## src/rtl/ps2_led_ctrl.sv

```systemverilog
// PS/2 host-to-device LED update: sends 0xED then {5'b0, mask} and tracks the keyboard's
// line-level ack bit and 0xFA/0xFE reply bytes, borrowing the bus from the scan-code receiver.
module ps2_led_ctrl #(
   parameter int INHIBIT_CYC = 10000,
   parameter int TIMEOUT_CYC = 2000000,
   parameter int MAX_RETRY   = 3
) (
   input  logic       clk,
   input  logic       rst,
   input  logic       led_req,
   input  logic [2:0] led_mask,
   output logic       busy,
   output logic       done,
   output logic       err,
   input  logic       ps2_clk_in,
   input  logic       ps2_data_in,
   output logic       ps2_clk_oe,
   output logic       ps2_data_oe,
   input  logic       rx_valid,
   input  logic [7:0] rx_byte,
   output logic       rx_hold
);

   localparam int CNT_MAX = (INHIBIT_CYC > TIMEOUT_CYC) ? INHIBIT_CYC : TIMEOUT_CYC;
   localparam int CW      = $clog2(CNT_MAX + 1);
   localparam int RW      = $clog2(MAX_RETRY + 2);

   localparam logic [CW-1:0] INH_LAST   = CW'(INHIBIT_CYC - 1);
   localparam logic [CW-1:0] TMO_LAST   = CW'(TIMEOUT_CYC - 1);
   localparam logic [RW-1:0] RETRY_LIM  = RW'(MAX_RETRY);
   localparam logic [7:0]    CMD_LED    = 8'hED;
   localparam logic [7:0]    RSP_ACK    = 8'hFA;
   localparam logic [7:0]    RSP_RESEND = 8'hFE;

   typedef enum logic [2:0] {
      S_IDLE,
      S_INHIBIT,
      S_RTS,
      S_TX,
      S_WAIT_ACK,
      S_DONE,
      S_ERR
   } state_t;

   state_t        state_q, state_d;
   logic [CW-1:0] cnt_q, cnt_d;
   logic [3:0]    bit_cnt_q, bit_cnt_d;
   logic [7:0]    tx_byte_q, tx_byte_d;
   logic [2:0]    mask_q, mask_d;
   logic          pend_q, pend_d;
   logic [2:0]    pend_mask_q, pend_mask_d;
   logic [RW-1:0] retry_q, retry_d;
   logic          clk_prev_q;

   logic [1:0]    raw_in;
   logic [1:0]    sync_out;
   logic          clk_sync;
   logic          data_sync;
   logic          fall;
   logic          tx_bit;
   logic          start;
   logic [2:0]    start_mask;

   // bit 0 = PS/2 clock, bit 1 = PS/2 data; both get the same two-stage synchroniser
   assign raw_in = {ps2_data_in, ps2_clk_in};

   for (genvar gi = 0; gi < 2; gi++) begin : g_sync
      logic s1_q;
      logic s2_q;
      always_ff @(posedge clk or posedge rst) begin
         if (rst) begin
            s1_q <= 1'b0;
            s2_q <= 1'b0;
         end else begin
            s1_q <= raw_in[gi];
            s2_q <= s1_q;
         end
      end
      assign sync_out[gi] = s2_q;
   end

   assign clk_sync  = sync_out[0];
   assign data_sync = sync_out[1];
   assign fall      = clk_prev_q & ~clk_sync;

   // Slot n=1..8 carries data LSB first, n=9 odd parity, n=10 stop (released line)
   always_comb begin
      tx_bit = 1'b1;
      if (bit_cnt_q >= 4'd1 && bit_cnt_q <= 4'd8) begin
         tx_bit = tx_byte_q[bit_cnt_q[2:0] - 3'd1];
      end else if (bit_cnt_q == 4'd9) begin
         tx_bit = ~^tx_byte_q;
      end
   end

   always_ff @(posedge clk or posedge rst) begin
      if (rst) begin
         state_q     <= S_IDLE;
         cnt_q       <= '0;
         bit_cnt_q   <= '0;
         tx_byte_q   <= '0;
         mask_q      <= '0;
         pend_q      <= 1'b0;
         pend_mask_q <= '0;
         retry_q     <= '0;
         clk_prev_q  <= 1'b0;
      end else begin
         state_q     <= state_d;
         cnt_q       <= cnt_d;
         bit_cnt_q   <= bit_cnt_d;
         tx_byte_q   <= tx_byte_d;
         mask_q      <= mask_d;
         pend_q      <= pend_d;
         pend_mask_q <= pend_mask_d;
         retry_q     <= retry_d;
         clk_prev_q  <= clk_sync;
      end
   end

   always_comb begin
      state_d     = state_q;
      cnt_d       = cnt_q + 1'b1;
      bit_cnt_d   = bit_cnt_q;
      tx_byte_d   = tx_byte_q;
      mask_d      = mask_q;
      pend_d      = pend_q;
      pend_mask_d = pend_mask_q;
      retry_d     = retry_q;
      start       = 1'b0;
      start_mask  = led_mask;
      busy        = 1'b1;
      done        = 1'b0;
      err         = 1'b0;
      ps2_clk_oe  = 1'b0;
      ps2_data_oe = 1'b0;
      rx_hold     = 1'b0;

      if (led_req && state_q != S_IDLE) begin
         pend_d      = 1'b1;
         pend_mask_d = led_mask;
      end

      case (state_q)
         S_IDLE: begin
            busy = 1'b0;
            if (led_req) begin
               start = 1'b1;
            end
         end
         S_INHIBIT: begin
            ps2_clk_oe = 1'b1;
            rx_hold    = 1'b1;
            if (cnt_q >= INH_LAST) begin
               state_d = S_RTS;
            end
         end
         S_RTS: begin
            ps2_data_oe = 1'b1;
            rx_hold     = 1'b1;
            if (fall) begin
               state_d   = S_TX;
               bit_cnt_d = 4'd1;
            end else if (cnt_q >= TMO_LAST) begin
               state_d = S_ERR;
            end
         end
         S_TX: begin
            ps2_data_oe = ~tx_bit;
            rx_hold     = 1'b1;
            if (fall) begin
               if (bit_cnt_q == 4'd10) begin
                  state_d = data_sync ? S_ERR : S_WAIT_ACK;
               end else begin
                  bit_cnt_d = bit_cnt_q + 4'd1;
               end
            end else if (cnt_q >= TMO_LAST) begin
               state_d = S_ERR;
            end
         end
         S_WAIT_ACK: begin
            if (rx_valid) begin
               if (rx_byte == RSP_ACK) begin
                  if (tx_byte_q == CMD_LED) begin
                     tx_byte_d = {5'b0, mask_q};
                     retry_d   = '0;
                     state_d   = S_INHIBIT;
                  end else begin
                     state_d = S_DONE;
                  end
               end else if (rx_byte == RSP_RESEND && retry_q < RETRY_LIM) begin
                  retry_d = retry_q + 1'b1;
                  state_d = S_INHIBIT;
               end else begin
                  state_d = S_ERR;
               end
            end else if (cnt_q >= TMO_LAST) begin
               state_d = S_ERR;
            end
         end
         S_DONE, S_ERR: begin
            done    = (state_q == S_DONE);
            err     = (state_q == S_ERR);
            state_d = S_IDLE;
            // A request arriving this very cycle is newer than anything already queued
            if (led_req) begin
               start = 1'b1;
               pend_d = 1'b0;
            end else if (pend_q) begin
               start      = 1'b1;
               start_mask = pend_mask_q;
               pend_d     = 1'b0;
            end
         end
         default: begin
            state_d = S_IDLE;
         end
      endcase

      if (start) begin
         state_d   = S_INHIBIT;
         mask_d    = start_mask;
         tx_byte_d = CMD_LED;
         retry_d   = '0;
      end

      if (state_d != state_q || state_q == S_IDLE || (state_q == S_TX && fall)) begin
         cnt_d = '0;
      end
   end

endmodule
```

## config.mk

```make
export PLATFORM = sky130hd
export DESIGN_NAME = ps2_led_ctrl
export DESIGN_NICKNAME = d
export VERILOG_FILES = /design/src/rtl/ps2_led_ctrl.sv
export SDC_FILE = /design/constraint.sdc
export NUM_CORES = 1
export LEC_CHECK = 0
export BUFFER_PORTS_ARGS = -buffer_cell sky130_fd_sc_hd__buf_2
export CORE_AREA = 2 2 81 76
export DETAILED_ROUTE_END_ITERATION = 8
export DIE_AREA = 0 0 83 78
export PLACE_DENSITY = 0.73
export RECOVER_POWER = 25
export SYNTH_ARGS = -nofsm -noshare
export SYNTH_HDL_FRONTEND = slang
export SYNTH_SLANG_ARGS = --single-unit
```

## constraint.sdc

```tcl
create_clock -name clk -period 1.6 [get_ports clk]
set_input_delay 0.24 -clock clk [delete_from_list [all_inputs] [get_ports clk]]
set_output_delay 0.24 -clock clk [all_outputs]
set_load 0.02 [all_outputs]
```

==> metrics <==
Comb power frac 0.402; share of cells above drive strength 1 0.548; largest net degree at the start of global routing 48; Synth cell types 57; clock buffer depth 2; outcome complete, but fails checks; die span in y 78 um; # fillers 302; min Tclk post-route 2.16 ns; die width 83 um; Sequential Power Share 0.370; LEAKAGE 0.00198 uW; final setup vio count 34; via count 2906; worst-path fanout max 3; H-tree levels 2; commonest non-fill, non-tap cell in the layout buf_4; slew of the pin with the lowest slew margin 0.681 ns; Worst path max stage delay 0.41 ns; Top Family by Delay on Critical Path compound AO/OA/AOI/OAI gates; GRT overflow 0; CTS tree yes; met2 Use GR 0.491; Power Density 872 mW/mm^2; clk root buf clkbuf_8; number of DRC markers in iteration 0 145; starting density of the core 0.531; DIE AREA 0.00647 mm^2; grt met1 use 0.325; Worst-path clk slew 0.10 ns; R2R cell count 8; Worst EP arrival 1.92 ns; Achievable Freq 0.462 GHz; number of global-route vias before repair 2931; synth warn 0; Total Routing Usage GR 0.270; first-pass GRT wire length 14.1 mm; Synthesized Nets 315; GR peak layer met2; # port buffers 22; hold depth 1; initial antenna violation count 0; Reg2Reg Setup Slack -0.36 ns; FF/Latch Area 0.00118 mm^2; Placed Area 0.00379 mm^2; Critical Path Start bit_cnt_q[1]$_DFFE_PP0P_; Synth Instances 289; CP max stage cell dfrtp_1; Slew HR 0.546; Core ar. 0.00556 mm^2; CP cell instances inv_2 > ha_4 > nor3b_4 > a31oi_1 > o211ai_1 > nand3_2 > a21oi_4 > buf_6; Final WS setup -0.563 ns; Tcrit/Tclk final 1.35; Max VDD drop 0.610 mV; Non-Filler Instances 479; most frequent cells in the layout buf_4, dfrtp_1, buf_6; Antenna Nets Post-Route 0; Bufs and invs on worst path 2; clk sinks 47; Clock Latency Late Sink 0.31 ns; Slew Viols, Final 0; RSZ-0062 raised after global routing yes; Place WS -0.244 ns; num rows 26; Synth Cell Area 0.00295 mm^2; final instance area 0.00461 mm^2; Final Hold Fails 0; drt total wl 9.90 mm; total CTS buffers 5; Req. time, crit path 1.36 ns; Seq/Total Area, Yosys 0.398; violated checks setup timing; Clock power frac 0.228; 1st-pass router iterations 4; GP Congestion 0.804; max-cap check violation count 0; HP Class in2reg; Residual DRC 0; placed cells 448; Crit. End Element output port; Net Sw Power 1380 uW; Final nets 434; skew final 0.0111 ns; DP HPWL 5.17 mm; Main synth FF type dfrtp_1; Via density 6.07; Worst setup SP type flop; switching part of the total 0.343; M3 GR Usage 0.0479; wire per inst 20.7 um; Internal 2640 uW; Antenna diodes 0; worst hold start ps2_clk_in; I/O pin total 23; FF-to-FF Start state_q[1]$_DFF_PP0_; multi-input logic area 0.00207 mm^2; EDFF count, synth 0; Syn Area/Cell 10.2 um^2; Worst path depth 8; Post-synth ARST share 1.00; FF+latch count, synth 47; WS Path Type reg2out; synth-to-layout area growth 56.1%
[flip-flops by register name (all words and copies together) (netlist names)]
| register | count |
|---|---|
| tx_byte_q | 4 |
| g_sync.s1_q | 2 |
| pend_q | 1 |
| clk_prev_q | 1 |
| pend_mask_q | 3 |
| bit_cnt_q | 4 |
| clk_sync | 1 |
| retry_q | 3 |
| mask_q | 3 |
| cnt_q | 21 |
| state_q | 3 |
| data_sync | 1 |
[metal layers]
layer | vias up | routed length (um)
li1 | 1303 | -
met1 | 1464 | 3840
met2 | 108 | 5320
met3 | 31 | 439
met4 | 0 | 306
met5 | - | 0
[power groups by stage]
stage | clock network [uW] | logic [uW] | registers [uW]
4_1_cts | 903 | 1400 | 1450
2_1_floorplan | 0 | 643 | 1470
6_report | 916 | 1620 | 1490
5_1_grt | 956 | 1720 | 1500
3_3_place_gp | 0 | 1080 | 1460
3_5_place_dp | 0 | 1130 | 1470
[cell usage after synthesis (all sizes together) (5+ instances only)]
library cell | instances | area, um^2
dfrtp | 47 | 1180
ha | 9 | 113
nand4 | 8 | 68.8
inv | 16 | 60.1
xor2 | 10 | 87.6
o21ai | 7 | 35.0
xnor2 | 13 | 114
nand3 | 11 | 55.1
nand2 | 25 | 93.8
nor4 | 22 | 272
buf | 10 | 73.8
nor3 | 10 | 70.1
nor2 | 18 | 67.6
and3 | 7 | 43.8
o211ai | 5 | 37.5
a21oi | 9 | 45.0
[area by class of cell]
class | count | area share
tap | 70 | 0.0190
sequential | 47 | 0.257
clock buffer | 5 | 0.0149
timing repair buffer | 123 | 0.237
clock inverter | 3 | 0.00950
multi-input combinational | 215 | 0.449
inverter | 16 | 0.0147
[kinds of logic (layout without fill, tap and decap cells)]
kind of cell,after synthesis,in the layout,share of synthesized area
AO/OA/AOI/OAI,51,51,0.132
XOR/XNOR,23,23,0.0682
adder cells (fa/ha/maj),9,9,0.0381
buffers and inverters,27,147,0.0466
flip-flops,47,47,0.398
multiplexers,7,7,0.0250
AND/OR/NAND/NOR,125,125,0.292
[final timing paths]
path,end
worst min-delay path,g_sync[0].s1_q$_DFF_PP0_
min in group asynchronous,cnt_q[1]$_DFF_PP0_
worst max register to register,cnt_q[19]$_DFF_PP0_
max in group asynchronous,cnt_q[18]$_DFF_PP0_
worst max-delay path,ps2_data_oe
worst min register to register,data_sync$_DFF_PP0_
[what timing repair did]
| item | CTS | global route |
|---|---|---|
| hold buffers | 1 | 0 |
| setup buffers | 14 | 13 |
| endpoints found under the hold margin | 47 | 0 |
| cloned | 2 | 0 |
| gates resized for setup | 60 | 57 |
| pin swaps | 38 | 27 |
| setup endpoints to repair | 32 | 47 |
[metrics by stage]
step	power (uW)	util	hold WS (ns)	TNS, ns
2_1_floorplan	2110	-	0.271	-2.03
5_1_grt	4180	0.828	0.0309	-10.90
6_report	4020	0.828	0.0305	-8.32
3_3_place_gp	2540	0.681	0.296	-2.84
4_1_cts	3750	0.772	0.0304	-7.27
3_5_place_dp	2590	0.681	0.302	-4.09
No activity file was read; power rests on OpenSTA's default activity.
